$ cat config.mk
export PLATFORM = sky130hd
export DESIGN_NAME = mips150_lsu_flat
export DESIGN_NICKNAME = d
export VERILOG_FILES = /design/src/rtl/mips150_lsu_if.sv /design/src/rtl/mips150_lsu.sv /design/src/flat_wrapper.sv
export SDC_FILE = /design/constraint.sdc
export NUM_CORES = 1
export LEC_CHECK = 0
export ABC_AREA = 1
export CAP_MARGIN = 0
export CORE_MARGIN = 2
export CORE_UTILIZATION = 45
export CTS_BUF_LIST = sky130_fd_sc_hd__clkbuf_8
export DETAILED_ROUTE_END_ITERATION = 6
export PLACE_DENSITY = 0.89
export SYNTH_ARGS = -nofsm -noshare
export SYNTH_HDL_FRONTEND = slang
export SYNTH_SLANG_ARGS = --single-unit
$ cat constraint.sdc
create_clock -name clk -period 4.3 [get_ports clk]
set_clock_uncertainty 0.15 [all_clocks]
set_input_delay 0.43 -clock clk [delete_from_list [all_inputs] [get_ports clk]]
set_output_delay 0.43 -clock clk [all_outputs]
set_load 0.05 [all_outputs]
$ cat src/rtl/mips150_lsu_if.sv
// rtl/mips150_lsu_if.sv - request, DMEM and write-back signal bundle for mips150_lsu
interface mips150_lsu_if #(
    parameter int ADDR_W = 12
);
    logic              req_valid;
    logic              req_ready;
    logic              req_we;
    logic [1:0]        req_size;
    logic              req_signed;
    logic [ADDR_W-1:0] req_addr;
    logic [31:0]       req_wdata;
    logic [4:0]        req_rd;
    logic              mem_en;
    logic [3:0]        mem_we;
    logic [ADDR_W-3:0] mem_addr;
    logic [31:0]       mem_wdata;
    logic [31:0]       mem_rdata;
    logic              wb_valid;
    logic [4:0]        wb_rd;
    logic [31:0]       wb_data;
    logic              err;

    modport master (
        output req_valid, req_we, req_size, req_signed, req_addr, req_wdata, req_rd, mem_rdata,
        input  req_ready, mem_en, mem_we, mem_addr, mem_wdata, wb_valid, wb_rd, wb_data, err
    );

    modport slave (
        input  req_valid, req_we, req_size, req_signed, req_addr, req_wdata, req_rd, mem_rdata,
        output req_ready, mem_en, mem_we, mem_addr, mem_wdata, wb_valid, wb_rd, wb_data, err
    );
endinterface

$ cat src/rtl/mips150_lsu.sv
// rtl/mips150_lsu.sv - big-endian load/store unit; MIPS150_LSU_MISALIGN_TRAP_EN traps misaligned accesses
module mips150_lsu #(
    parameter int ADDR_W  = 12,
    parameter int MEM_LAT = 1
) (
    input  logic         clk,
    input  logic         rst,
    mips150_lsu_if.slave bus
);
    typedef enum logic {IDLE, WAIT} state_t;

    state_t      state_q, state_d;
    logic [1:0]  cnt_q, cnt_d;
    logic [1:0]  lsz_q, lsz_d;
    logic [1:0]  off_q, off_d;
    logic        sgn_q, sgn_d;
    logic [4:0]  rd_q, rd_d;
    logic        wb_valid_q, wb_valid_d;
    logic [4:0]  wb_rd_q, wb_rd_d;
    logic [31:0] wb_data_q, wb_data_d;
    logic        err_q, err_d;

    logic        is_half, is_word, accept, issue;
    logic [1:0]  off;
    logic [31:0] shifted, ext;

    // Size 11 decodes as word; misaligned offsets are forced down to the access size.
    always_comb begin
        is_word = bus.req_size[1];
        is_half = (bus.req_size == 2'b01);
        off     = bus.req_addr[1:0];
        if (is_half) off[0] = 1'b0;
        if (is_word) off = 2'b00;
    end

    assign bus.req_ready = (state_q == IDLE) && !rst;
    assign accept        = bus.req_valid && bus.req_ready;

`ifdef MIPS150_LSU_MISALIGN_TRAP_EN
    logic misalign;
    assign misalign = (is_half && bus.req_addr[0]) ||
                      (is_word && (bus.req_addr[1:0] != 2'b00));
    assign issue    = accept && !misalign;
`else
    assign issue    = accept;
`endif

    assign bus.mem_en   = issue;
    assign bus.mem_addr = bus.req_addr[ADDR_W-1:2];

    always_comb begin
        bus.mem_we    = 4'b0000;
        bus.mem_wdata = bus.req_wdata;
        if (is_half)
            bus.mem_wdata = {2{bus.req_wdata[15:0]}};
        else if (!is_word)
            bus.mem_wdata = {4{bus.req_wdata[7:0]}};
        if (issue && bus.req_we) begin
            if (is_word)      bus.mem_we = 4'b1111;
            else if (is_half) bus.mem_we = off[1] ? 4'b0011 : 4'b1100;
            else              bus.mem_we = 4'b1000 >> off;
        end
    end

    // Shifting the addressed lane to the top makes byte/half extraction offset-independent.
    always_comb begin
        shifted = bus.mem_rdata << {off_q, 3'b000};
        case (lsz_q)
            2'b00:   ext = {{24{sgn_q & shifted[31]}}, shifted[31:24]};
            2'b01:   ext = {{16{sgn_q & shifted[31]}}, shifted[31:16]};
            default: ext = shifted;
        endcase
    end

    always_comb begin
        state_d    = state_q;
        cnt_d      = cnt_q;
        lsz_d      = lsz_q;
        off_d      = off_q;
        sgn_d      = sgn_q;
        rd_d       = rd_q;
        wb_valid_d = 1'b0;
        wb_rd_d    = wb_rd_q;
        wb_data_d  = wb_data_q;
        err_d      = 1'b0;
        case (state_q)
            IDLE: begin
                if (issue && !bus.req_we) begin
                    state_d = WAIT;
                    cnt_d   = 2'(MEM_LAT - 1);
                    lsz_d   = is_word ? 2'b10 : {1'b0, is_half};
                    off_d   = off;
                    sgn_d   = bus.req_signed;
                    rd_d    = bus.req_rd;
                end
            end
            WAIT: begin
                if (cnt_q == 2'd0) begin
                    state_d    = IDLE;
                    wb_valid_d = 1'b1;
                    wb_rd_d    = rd_q;
                    wb_data_d  = ext;
                end else begin
                    cnt_d = cnt_q - 2'd1;
                end
            end
            default: state_d = IDLE;
        endcase
`ifdef MIPS150_LSU_MISALIGN_TRAP_EN
        err_d = accept && misalign;
`endif
    end

    always_ff @(posedge clk) begin
        if (rst) begin
            state_q    <= IDLE;
            cnt_q      <= 2'd0;
            lsz_q      <= 2'd0;
            off_q      <= 2'd0;
            sgn_q      <= 1'b0;
            rd_q       <= 5'd0;
            wb_valid_q <= 1'b0;
            wb_rd_q    <= 5'd0;
            wb_data_q  <= 32'd0;
            err_q      <= 1'b0;
        end else begin
            state_q    <= state_d;
            cnt_q      <= cnt_d;
            lsz_q      <= lsz_d;
            off_q      <= off_d;
            sgn_q      <= sgn_d;
            rd_q       <= rd_d;
            wb_valid_q <= wb_valid_d;
            wb_rd_q    <= wb_rd_d;
            wb_data_q  <= wb_data_d;
            err_q      <= err_d;
        end
    end

    assign bus.wb_valid = wb_valid_q;
    assign bus.wb_rd    = wb_rd_q;
    assign bus.wb_data  = wb_data_q;
    assign bus.err      = err_q;
endmodule
$ cat src/flat_wrapper.sv
// flat-port wrapper written by rule: the top's interface ports become plain ports
module mips150_lsu_flat 
#(
    parameter int ADDR_W  = 12,
    parameter int MEM_LAT = 1
)
  (clk, rst, bus_req_valid, bus_req_we, bus_req_size, bus_req_signed, bus_req_addr, bus_req_wdata, bus_req_rd, bus_mem_rdata, bus_req_ready, bus_mem_en, bus_mem_we, bus_mem_addr, bus_mem_wdata, bus_wb_valid, bus_wb_rd, bus_wb_data, bus_err);
  mips150_lsu_if #(.ADDR_W(ADDR_W)) bus_i ();
  input  logic clk;
  input  logic rst;
  input wire logic [$bits(bus_i.req_valid)-1:0] bus_req_valid;
  input wire logic [$bits(bus_i.req_we)-1:0] bus_req_we;
  input wire logic [$bits(bus_i.req_size)-1:0] bus_req_size;
  input wire logic [$bits(bus_i.req_signed)-1:0] bus_req_signed;
  input wire logic [$bits(bus_i.req_addr)-1:0] bus_req_addr;
  input wire logic [$bits(bus_i.req_wdata)-1:0] bus_req_wdata;
  input wire logic [$bits(bus_i.req_rd)-1:0] bus_req_rd;
  input wire logic [$bits(bus_i.mem_rdata)-1:0] bus_mem_rdata;
  output wire logic [$bits(bus_i.req_ready)-1:0] bus_req_ready;
  output wire logic [$bits(bus_i.mem_en)-1:0] bus_mem_en;
  output wire logic [$bits(bus_i.mem_we)-1:0] bus_mem_we;
  output wire logic [$bits(bus_i.mem_addr)-1:0] bus_mem_addr;
  output wire logic [$bits(bus_i.mem_wdata)-1:0] bus_mem_wdata;
  output wire logic [$bits(bus_i.wb_valid)-1:0] bus_wb_valid;
  output wire logic [$bits(bus_i.wb_rd)-1:0] bus_wb_rd;
  output wire logic [$bits(bus_i.wb_data)-1:0] bus_wb_data;
  output wire logic [$bits(bus_i.err)-1:0] bus_err;
  assign bus_i.req_valid = bus_req_valid;
  assign bus_i.req_we = bus_req_we;
  assign bus_i.req_size = bus_req_size;
  assign bus_i.req_signed = bus_req_signed;
  assign bus_i.req_addr = bus_req_addr;
  assign bus_i.req_wdata = bus_req_wdata;
  assign bus_i.req_rd = bus_req_rd;
  assign bus_i.mem_rdata = bus_mem_rdata;
  assign bus_req_ready = bus_i.req_ready;
  assign bus_mem_en = bus_i.mem_en;
  assign bus_mem_we = bus_i.mem_we;
  assign bus_mem_addr = bus_i.mem_addr;
  assign bus_mem_wdata = bus_i.mem_wdata;
  assign bus_wb_valid = bus_i.wb_valid;
  assign bus_wb_rd = bus_i.wb_rd;
  assign bus_wb_data = bus_i.wb_data;
  assign bus_err = bus_i.err;
  mips150_lsu #(.ADDR_W(ADDR_W), .MEM_LAT(MEM_LAT)) u_core (.clk(clk), .rst(rst), .bus(bus_i));
endmodule
# After elaboration in Yosys (flattened, before gate mapping)
# Index checks and enable logic that the tools add are counted.
# totals
regBits	51
inputBits	88
out_inout_bits	87
wordCells	47
# op_classes
addsub	1
n_eq_ne	4
n_shift	2
muxes	17
bitwise_logic	2
reduce_logical	12
# ops
cell	n
32-bit 2-to-1 mux	2
32-bit one-hot mux with 2 select lines	1
32-bit by 5-bit << shifter with 32-bit output	1
4-bit 2-to-1 mux	4
2-bit 2-to-1 mux	4
2-bit AND reduction	3
2-bit by 1-bit == test with 1-bit output (second input constant)	2
1-bit logical AND	4
2-bit zero test	2
1-bit 2-to-1 mux	4
2-bit inequality test (second input constant)	2
2-bit one-hot mux with 2 select lines	1
4-bit by 2-bit right shift with 4-bit output (first input constant)	1
1-bit zero test	2
1-bit one-hot mux with 2 select lines	1
2-bit OR reduction	1
2-bit by 1-bit subtractor with 2-bit output (second input constant)	1
1-bit bitwise AND	1
1-bit NOT	1

# Depth between registers and ports, before layout
# Gate-level depths: netlist (run 1).
# logic_depth
word_depth	7
depth_mapped	10
depth_no_buf	8

# Worst setup path before layout (run 1)
# Ideal clock, no wire load.
# synth_timing
path_kind	input to output
from	input port rst
to	output port bus_mem_we[0]
t_arrival_ps	2595
required_ps	3720
path_slack_ps	1125
path_stages	4
path_buffers	1
cell_sequence	buf_2 -> nor3b_2 -> nand2_1 -> nor3_1
# synth_between
elab_chain_cells	5
# synth_rtl
item	line	source
start: declaration	flat_wrapper.sv:10	input logic rst;
1-bit zero test	mips150_lsu.sv:36	assign bus.req_ready = (state_q == IDLE) && !rst;
1-bit logical AND	mips150_lsu.sv:36	
1-bit logical AND	mips150_lsu.sv:37	assign accept = bus.req_valid && bus.req_ready;
via bus_mem_en	flat_wrapper.sv:20	output wire logic [$bits(bus_i.mem_en)-1:0] bus_mem_en;
1-bit logical AND	mips150_lsu.sv:58	if (issue && bus.req_we) begin
4-bit 2-to-1 mux	mips150_lsu.sv:58	
end: declaration	flat_wrapper.sv:21	output wire logic [$bits(bus_i.mem_we)-1:0] bus_mem_we;
# The timed path passes the listed nets, and every way through them passes these cells.

# Final worst setup path (run 1)
# layout_timing
from	input port bus_req_size[1]
to	output port bus_mem_wdata[26]
# layout_between
elab_chain_cells	2
elab_cells_between_ends	3
cone_classes	eq/ne (1); mux (2)
# layout_rtl
item	line	source
start: declaration	flat_wrapper.sv:13	input wire logic [$bits(bus_i.req_size)-1:0] bus_req_size;
2-bit by 1-bit == test with 1-bit output or 32-bit 2-to-1 mux (tied branches)	mips150_lsu.sv:30, mips150_lsu.sv:56	
32-bit 2-to-1 mux *	mips150_lsu.sv:54	if (is_half)
end: declaration	flat_wrapper.sv:23	output wire logic [$bits(bus_i.mem_wdata)-1:0] bus_mem_wdata;
# Every way passes the cells marked *; elsewhere a longest branch is shown, timed or not.

==> results of run 1 <==
-- cell usage in the layout (no fill, tap or decap), drive strengths merged --
| cell | Yosys | layout |
|---|---|---|
| o21ai | 26 | 26 |
| buf | 46 | 3 |
| clkbuf | 3 | 5 |
| nand3 | 91 | 91 |
| nand2 | 175 | 175 |
| clkdlybuf4s50 | 0 | 153 |
| nand3b | 1 | 1 |
| nor2 | 94 | 94 |
| inv | 46 | 46 |
| ha | 1 | 1 |
| nor3b | 1 | 1 |
| conb | 1 | 1 |
| clkinv | 0 | 2 |
| dfxtp | 51 | 51 |
| a21oi | 28 | 28 |
| nor3 | 4 | 4 |
| o211ai | 1 | 1 |
-- power by group through the flow --
stage,combinational (mW),sequential [mW],clock [mW]
after floorplan,0.276,0.553,0
after global placement,0.459,0.516,0
after detailed placement,0.463,0.516,0
after CTS,0.465,0.505,0.275
after global routing,0.498,0.508,0.293
final,0.467,0.505,0.271
-- per-stage QoR --
stage	utilization, %	setup slack, ns	std cells
after CTS	66.1	1.03	782
after detailed placement	64.9	1.03	775
final	66.1	1.03	782
after global placement	64.9	1.11	775
after global routing	66.1	0.929	782
after floorplan	-	1.13	569
-- worst min-delay path by stage --
| stage | endpoint | slack [ns] | depth (start not counted) |
|---|---|---|---|
| after global routing | u_core.rd_q[4] | 0.32 | 2 |
| after detailed placement | u_core.rd_q[4] | 0.30 | 2 |
| after floorplan | u_core.rd_q[0] | 0.28 | 2 |
| after global placement | u_core.rd_q[4] | 0.29 | 2 |
| after CTS | u_core.rd_q[4] | 0.31 | 2 |
| final | u_core.rd_q[4] | 0.31 | 2 |
-- cells by family (layout without fill, tap and decap cells) --
| family | after synthesis | in the layout |
|---|---|---|
| other | 1 | 1 |
| adders and majority gates | 1 | 1 |
| DFF | 51 | 51 |
| and+or+nand+nor | 366 | 366 |
| AOI/OAI and AO/OA | 55 | 55 |
| buffers and inverters | 95 | 209 |
-- layer usage --
layer,vias up,wire (µm),track usage [%]
li1,2012,-,-
met4,0,442,11.1
met5,-,0,0
met1,1813,4290,30.1
met3,36,856,6.34
met2,188,5810,50.5
-- area by class of cell --
cell class	instances	share of cell area [%]
clock inverter	2	0.286
multi-input combinational	423	38.6
sequential	51	21.2
clock buffer	5	1.43
inverter	46	3.69
timing repair buffer	156	32.3
tap	99	2.57
-- registers in the layout (all words and copies together) (netlist names) --
register and count:
u_core.bus.wb_data 32, u_core.bus.wb_rd 5, u_core.bus.wb_valid 1, u_core.cnt_q 2, u_core.lsz_q 2, u_core.off_q 2
u_core.rd_q 5, u_core.sgn_q 1, u_core.state_q 1
-- synth_stat cells --
| master | count | area share [%] |
|---|---|---|
| nand2_1 | 172 | 19 |
| nor2_1 | 89 | 9.9 |
| nand3_1 | 87 | 13 |
| dfxtp_1 | 51 | 30 |
| inv_1 | 37 | 4.1 |
| a21oi_1 | 28 | 4.1 |
| buf_4 | 28 | 6.2 |
| o21ai_0 | 13 | 1.9 |
| o21ai_1 | 13 | 1.9 |
| buf_2 | 11 | 1.6 |
| inv_2 | 7 | 0.78 |
| buf_6 | 4 | 1.3 |
| nand3_2 | 4 | 1.2 |
| nor2_4 | 4 | 1.3 |
| nor3_1 | 4 | 0.59 |
| buf_1 | 3 | 0.33 |
| clkbuf_1 | 3 | 0.33 |
| nand2_2 | 3 | 0.55 |
| inv_4 | 2 | 0.37 |
| conb_1 | 1 | 0.11 |
| ha_1 | 1 | 0.37 |
| nand3b_1 | 1 | 0.22 |
| nor2_2 | 1 | 0.18 |
| nor3b_2 | 1 | 0.37 |
| o211ai_1 | 1 | 0.22 |
-- worst min-delay path, stage by stage (launching register included) --
cell and delay, ns:
dfxtp_1 0.31, inv_1 0.06, a21oi_1 0.05
==> out/metrics.cfg, run 1 <==
[hold_path]
hold_class = reg -> reg
min_from = u_core.rd_q[4]

[critical_path]
cp.buffers_inverters = 4
critPathSlowestCell = clkdlybuf4s50_1
critical_path.startpoint = bus_req_size[1]
reg2reg_slack_ns = 2.14
crit_chain = clkdlybuf4s50_1 > inv_2 > nand2_1 > inv_2 > nand2_1 > nand3_1 > clkdlybuf4s50_1
crit_fanout = 11
arrival_ns = 2.69
cp.required_ns = 3.72
r2r-end = u_core.bus.wb_data[20]
crit_type = in -> out
slowest_delay_ns = 0.82
start_kind = primary input
crit_family = buffers and inverters
crit_end = bus_mem_wdata[26]
cp_num_cells = 7
reg2reg_depth = 7
endpoint_kind = output pin
rr_startpoint = u_core.cnt_q[0]

[logic_synthesis]
syn-instance-count = 569
synth_fp_nets = 658
yosys.area_share.simple_pct = 46.2
synth_compound_area_share_pct = 8.19
synth_top_family_by_area = simple AND/OR/NAND/NOR gates
syn_area_um2 = 3390
synthAdderAreaFrac_pct = 0.369
avgSynthCellArea_um2 = 5.96
synth_xor_area_share_pct = 0
synth.area.mux_share_pct = 0
ys_seq_area_share_pct = 30.1
yosys_register_bits = 51
ys_warn_count = 0
synth_cell_types = 25

[floorplan]
die_h_um = 90.8
num_rows = 31
start_util_pct = 46.5
core-area_um2 = 7290
chipWidth_um = 90.8
ios = 175
dieArea_um2 = 8250

[sta]
whs_ns = 0.308
finalCritPeriodShare_pct = 76.0
fin_crit_ns = 3.27
max_freq_mhz = 306
finalHoldViolCount = 0
setup_violations = 0
tns_ns = 0
rsz0062_at_grt = false
final_max_slew_viol_count = 0
slew_headroom_pct = 40.5
tightestPinTransition_ns = 0.892

[power]
p_per_area_nw_per_um2 = 258
leakagePower_nw = 2.17
sequentialPowerShare_pct = 40.7
finalPower_mw = 1.24
internal_power_uw = 777
combPwrFrac_pct = 37.5
netSwitchingFraction_pct = 37.4
vdd_drop_max_mv = 0.147
clockPowerShare_pct = 21.8
p_sw_uw = 465

[global_route]
grt_first_pass_wirelength_mm = 18.4
antenna_found_initial = 0
grt_pass1_vias = 3946
grt-ovfl-total = 0
grt_use_total_pct = 27.4
grt_max_degree = 58

[cts]
clockBufferDepth = 2
clk_latency_ns = 0.31
htreeDepth = 2
cts_tree = done
cts_setup_buffers = 0
cts_resized = 0
numClockSinks = 51
cts-root-buf = clkbuf_8
clkSlewWorstSetupHoldPaths_ns = 0.09
cts_hold_buffers = 0
cts_buffers = 5

[placed_design]
io_buffers = 153
place_congestion = 0.918
place_area_um2 = 4740
hpwl_mm = 8.54

[route]
routedWlPerCell_um = 14.6
wirelength_mm = 11.4
via_per_inst = 5.18
via_count = 4049
drc_errors = 0
first_pass_iters = 5
drtIter0Drc = 309
ant_nets = 0

[cells_and_area]
design_area_um2 = 4820
fin_nets = 772
fillCellCount = 684
seq_area_um2 = 1020
antenna_cells = 0
multi_input_area_um2 = 1860
layout-drive-gt1-share_pct = 4.69
syn_to_final_growth_pct = 42.1

[flow_run]
drv_cap = 0

[status]
status = completed

Note: power is estimated with default switching activity, not from simulation.
==> run 2: changes to the inputs <==
CORE_UTILIZATION = 37   (was 45)
PLACE_DENSITY = 0.79   (was 0.89)
clock period = 2.9 ns   (was 4.3 ns; I/O delays follow)
==> out/metrics.cfg, run 2 (same netlist as run 1, synthesis figures left out) <==
[route]
via_per_inst = 5.12  ; was 5.18
drtIter0Drc = 278  ; was 309
drc_errors = 0  ; unchanged
ant_nets = 0  ; unchanged
wirelength_mm = 11.7  ; was 11.4 mm
routedWlPerCell_um = 14.6  ; about the same
first_pass_iters = 7  ; was 5
via_count = 4081  ; was 4049

[power]
leakagePower_nw = 2.33  ; was 2.17 nW
netSwitchingFraction_pct = 38.2  ; was 37.4%
vdd_drop_max_mv = 0.202  ; was 0.147 mV
clockPowerShare_pct = 23.4  ; was 21.8%
p_per_area_nw_per_um2 = 387  ; was 258 nW/µm²
combPwrFrac_pct = 38.7  ; was 37.5%
p_sw_uw = 751  ; was 465 µW
sequentialPowerShare_pct = 37.9  ; was 40.7%
internal_power_mw = 1.21  ; was 777 µW

[hold_path]
hold_path_end = u_core.rd_q[0]  ; was u_core.rd_q[4]
hold_path_depth = 2  ; unchanged
min_from = u_core.rd_q[0]  ; was u_core.rd_q[4]
hold_class = reg -> reg  ; unchanged

[status]
status = completed  ; unchanged

[cts]
cts_setup_buffers = 0  ; unchanged
cts_tree = done  ; unchanged
numClockSinks = 51  ; unchanged
cts_buffers = 5  ; unchanged
clk_latency_ns = 0.32  ; was 0.31 ns
clkSlewWorstSetupHoldPaths_ns = 0.10  ; was 0.09 ns
cts-root-buf = clkbuf_8  ; unchanged
htreeDepth = 2  ; unchanged
cts_hold_buffers = 0  ; unchanged
clockBufferDepth = 2  ; unchanged
cts_resized = 0  ; unchanged

[floorplan]
start_util_pct = 38.5  ; was 46.5%
die_h_um = 99.7  ; was 90.8 µm
core-area_um2 = 8810  ; was 7290 µm²
ios = 175  ; unchanged
chipWidth_um = 99.7  ; was 90.8 µm
num_rows = 34  ; was 31
dieArea_um2 = 9950  ; was 8250 µm²

[cells_and_area]
antenna_cells = 0  ; unchanged
fin_nets = 777  ; was 772
design_area_um2 = 5080  ; was 4820 µm²
syn_to_final_growth_pct = 49.8  ; was 42.1%
layout_commonest_cell = nand2_1  ; unchanged
layout-drive-gt1-share_pct = 9.87  ; was 4.69%
fillCellCount = 832  ; was 684
largest_register_ffs = 32  ; unchanged
layout_common_cells = nand2_1 (172), clkdlybuf4s50_1 (123), nor2_1 (89)  ; was nand2_1 (172), clkdlybuf4s50_1 (153), nor2_1 (89)

[sta]
tightestPinTransition_ns = 0.703  ; was 0.892 ns
setup_violations = 0  ; unchanged
final_max_slew_viol_count = 0  ; unchanged
finalHoldViolCount = 0  ; unchanged
finalCritPeriodShare_pct = 81.5
max_freq_mhz = 423
fin_crit_ns = 2.36
rsz0062_at_grt = false  ; unchanged
tns_ns = 0  ; unchanged
slew_headroom_pct = 53.0  ; was 40.5%

[critical_path]
arrival_ns = 1.92  ; was 2.69 ns
endpoint_kind = output pin  ; unchanged
rr_startpoint = u_core.cnt_q[0]  ; unchanged
reg2reg_slack_ns = 0.93  ; was 2.14 ns
reg2reg_depth = 9  ; was 7
critPathSlowestCell = clkdlybuf4s50_1  ; unchanged
crit_chain = clkdlybuf4s50_1 > inv_2 > nand2_1 > nor2_1 > nor3_1 > buf_12  ; was clkdlybuf4s50_1 > inv_2 > nand2_1 > inv_2 > nand2_1 > nand3_1 > clkdlybuf4s50_1
crit_fanout = 11  ; unchanged
crit_type = in -> out  ; unchanged
cp.required_ns = 2.46  ; was 3.72 ns
r2r-end = u_core.bus.wb_data[16]  ; was u_core.bus.wb_data[20]
slowest_delay_ns = 0.49  ; was 0.82 ns
start_kind = primary input  ; unchanged

[placed_design]
hpwl_mm = 8.94  ; was 8.54 mm
io_buffers = 153  ; unchanged
place_area_um2 = 4980  ; was 4740 µm²
place_congestion = 0.904  ; was 0.918

[flow_run]
drv_cap = 0  ; unchanged

[global_route]
grt-ovfl-total = 0  ; unchanged
grt_first_pass_wirelength_mm = 18.5  ; was 18.4 mm
antenna_found_initial = 0  ; unchanged
grt_max_degree = 36  ; was 58
grt_pass1_vias = 3918  ; was 3946
grt_use_total_pct = 23.0  ; was 27.4%

## run 2: cell types whose count changed in the layout (fill, tap and decap cells not counted)
cell,change
buf_12,+22
buf_4,+13
clkdlybuf4s50_1,-30
clkinv_2,-1
inv_6,+2
## run 2: worst max-delay path by stage
stage / start / endpoint / slack, ns / cells after the start
finish: bus_req_size[1] / bus_mem_we[1] / 0.54 / 6
global route: bus_req_size[1] / bus_mem_we[3] / 0.46 / 6
CTS: bus_req_size[1] / bus_mem_we[3] / 0.57 / 6
detailed placement: bus_req_size[1] / bus_mem_we[3] / 0.57 / 6
global placement: bus_req_size[1] / bus_mem_wdata[24] / 0.64 / 6
floorplan: rst / bus_mem_we[0] / 0.005 / 4
## run 2: through the flow
| stage | std cells | hold WS [ns] | utilization (%) | power [mW] | setup WS, ns |
|---|---|---|---|---|---|
| after floorplan | 569 | 0.279 | - | 1.23 | 0.00548 |
| after global placement | 789 | 0.290 | 56.6 | 1.51 | 0.644 |
| after detailed placement | 789 | 0.303 | 56.6 | 1.52 | 0.569 |
| after CTS | 797 | 0.320 | 57.7 | 1.97 | 0.570 |
| after global routing | 797 | 0.343 | 57.7 | 2.06 | 0.464 |
| final | 797 | 0.314 | 57.7 | 1.97 | 0.538 |
## run 2: layout make-up
| type | instances | area, µm² | share of cell area [%] |
|---|---|---|---|
| multi-input cells | 423 | 1860 | 36.6 |
| clock buffers | 5 | 68.8 | 1.35 |
| inverters | 46 | 178 | 3.50 |
| well taps | 108 | 135 | 2.66 |
| flip-flops and latches | 51 | 1020 | 20.1 |
| repair buffers | 161 | 1790 | 35.3 |
| clock inverters | 3 | 26.3 | 0.517 |
## run 2: per-layer routing
layer  global-route usage [%]  vias to the layer above  routed length, µm
met5                        0                        -                  0
met4                     9.06                        0                386
met3                     6.18                       34               1160
met2                     41.6                      216               5740
met1                     25.6                     1814               4370
li1                         -                     2017                  -
## run 2: power by group through the flow
stage / clock (mW) / combinational, mW / sequential, mW
floorplan: 0 / 0.409 / 0.819
global placement: 0 / 0.747 / 0.761
detailed placement: 0 / 0.755 / 0.761
CTS: 0.466 / 0.758 / 0.745
global route: 0.501 / 0.805 / 0.749
finish: 0.460 / 0.760 / 0.745
## run 2: worst max-delay path, delay by kind of cell
family | cells | cell delay, ns
simple gates | 3 | 0.84
buf+inv | 3 | 0.78
==> run 3: changes to the inputs <==
CORE_UTILIZATION = 41   (was 37)
PLACE_DENSITY = 0.83   (was 0.79)
clock period = 2.2 ns   (was 2.9 ns; I/O delays follow)
==> out/metrics.cfg, run 3 (same netlist as run 1, synthesis figures left out) <==
[critical_path]
cp_num_cells = 5  ; was 6
endpoint_kind = output pin  ; unchanged
cp.buffers_inverters = 2  ; was 3
crit_chain = clkdlybuf4s50_1 > nor3b_4 > nand2_1 > nor3_4 > buf_12  ; was clkdlybuf4s50_1 > inv_2 > nand2_1 > nor2_1 > nor3_1 > buf_12
reg2reg_slack_ns = 0.42  ; was 0.93 ns
cp.required_ns = 1.83  ; was 2.46 ns
arrival_ns = 1.72  ; was 1.92 ns
rr_startpoint = u_core.off_q[0]  ; was u_core.cnt_q[0]
crit_type = in -> out  ; unchanged
reg2reg_depth = 7  ; was 9
crit_end = bus_mem_we[3]  ; was bus_mem_we[1]
crit_fanout = 4  ; was 11
slowest_delay_ns = 0.51  ; was 0.49 ns
critPathSlowestCell = clkdlybuf4s50_1  ; unchanged
critical_path.startpoint = rst  ; was bus_req_size[1]
crit_family = simple AND/OR/NAND/NOR gates  ; unchanged
r2r-end = u_core.bus.wb_data[20]  ; was u_core.bus.wb_data[16]
start_kind = primary input  ; unchanged

[route]
via_per_inst = 5.14  ; was 5.12
first_pass_iters = 5  ; was 7
ant_nets = 0  ; unchanged
drtIter0Drc = 260  ; was 278
drc_errors = 0  ; unchanged
routedWlPerCell_um = 15.2  ; was 14.6 µm
via_count = 4083  ; was 4081
wirelength_mm = 12.1  ; was 11.7 mm

[cells_and_area]
antenna_cells = 0  ; unchanged
design_area_um2 = 5250  ; was 5080 µm²
multi_input_area_um2 = 1910  ; was 1860 µm²
seq_area_um2 = 1020  ; unchanged
syn_to_final_growth_pct = 54.7  ; was 49.8%
layout_common_cells = nand2_1 (172), clkdlybuf4s50_1 (115), nor2_1 (89)  ; was nand2_1 (172), clkdlybuf4s50_1 (123), nor2_1 (89)
layout-drive-gt1-share_pct = 11.7  ; was 9.87%
fin_util_pct = 64.5  ; was 57.7%
layout_commonest_cell = nand2_1  ; unchanged
fillCellCount = 715  ; was 832
largest_register_ffs = 32  ; unchanged
fin_nets = 779  ; was 777

[power]
leakagePower_nw = 2.38  ; was 2.33 nW
p_per_area_nw_per_um2 = 508  ; was 387 nW/µm²
finalPower_mw = 2.67  ; was 1.97 mW
vdd_drop_max_mv = 0.303  ; was 0.202 mV

[floorplan]
dieArea_um2 = 9010  ; was 9950 µm²
die_h_um = 94.9  ; was 99.7 µm
chipWidth_um = 94.9  ; was 99.7 µm
num_rows = 33  ; was 34
start_util_pct = 41.7  ; was 38.5%
ios = 175  ; unchanged
core-area_um2 = 8130  ; was 8810 µm²

[sta]
tns_ns = 0  ; unchanged
max_freq_mhz = 479
finalCritPeriodShare_pct = 95.0
setup_violations = 0  ; unchanged
finalHoldViolCount = 0  ; unchanged
slew_headroom_pct = 65.2  ; was 53.0%
tightestPinTransition_ns = 0.520  ; was 0.703 ns
worst_slack_ns = 0.111  ; was 0.538 ns
fin_crit_ns = 2.09
final_max_slew_viol_count = 0  ; unchanged
rsz0062_at_grt = false  ; unchanged

[placed_design]
place_ws_ns = 0.114  ; was 0.569 ns
place_area_um2 = 5140  ; was 4980 µm²
io_buffers = 153  ; unchanged
place_congestion = 0.939  ; was 0.904
hpwl_mm = 9.40  ; was 8.94 mm

[global_route]
grt_pass1_vias = 3914  ; was 3918
grt_max_degree = 48  ; was 36
grt_first_pass_wirelength_mm = 18.9  ; was 18.5 mm
antenna_found_initial = 0  ; unchanged
grt_use_total_pct = 26.9  ; was 23.0%
grt-ovfl-total = 0  ; unchanged

[cts]
cts-root-buf = clkbuf_8  ; unchanged
clk_latency_ns = 0.30  ; was 0.32 ns
cts_setup_buffers = 0  ; unchanged
numClockSinks = 51  ; unchanged
htreeDepth = 2  ; unchanged
cts_buffers = 5  ; unchanged
clockBufferDepth = 2  ; unchanged
cts_resized = 0  ; unchanged
cts_tree = done  ; unchanged
cts_hold_buffers = 0  ; unchanged

[hold_path]
hold_class = in -> out  ; was reg -> reg

[status]
status = completed  ; unchanged

[flow_run]
drv_cap = 0  ; unchanged

run 3: where the power goes:
| group | internal, mW | switching (mW) | leakage, nW |
|---|---|---|---|
| clock | 0.333 | 0.301 | 0.0502 |
| sequential | 0.958 | 0.0234 | 0.415 |
| combinational | 0.438 | 0.614 | 1.92 |
| total | 1.73 | 0.938 | 2.38 |
run 3: final cells by class:
class,instances,share of cell area [%]
Clock inverter,2,0.715
Tap cell,105,2.50
Sequential cell,51,19.5
Clock buffer,5,1.31
Multi-Input combinational cell,423,36.4
Inverter,46,3.39
Timing Repair Buffer,163,36.2
run 3: worst min path at each step:
stage                           end  depth (start not counted)       startpoint  slack (ns)
global route        bus_mem_addr[6]                          0  bus_req_addr[8]        0.29
floorplan            u_core.rd_q[4]                          2    bus_req_rd[4]        0.25
global placement    bus_mem_addr[3]                          0  bus_req_addr[5]        0.29
finish              bus_mem_addr[5]                          0  bus_req_addr[7]        0.29
detailed placement  bus_mem_addr[3]                          0  bus_req_addr[5]        0.29
CTS                 bus_mem_addr[3]                          0  bus_req_addr[5]        0.29
run 3: routing by layer:
| layer | wire length (µm) | up-vias | track usage [%] |
|---|---|---|---|
| li1 | - | 2023 | - |
| met5 | 0 | - | 0 |
| met4 | 291 | 0 | 8.33 |
| met3 | 1120 | 27 | 6.94 |
| met1 | 4620 | 1831 | 30.9 |
| met2 | 6060 | 202 | 48.7 |
run 3: stage by stage:
stage / instances / hold WS (ns)
floorplan: 569 / 0.246
finish: 795 / 0.290
global placement: 788 / 0.290
detailed placement: 788 / 0.290
CTS: 795 / 0.290
global route: 795 / 0.290
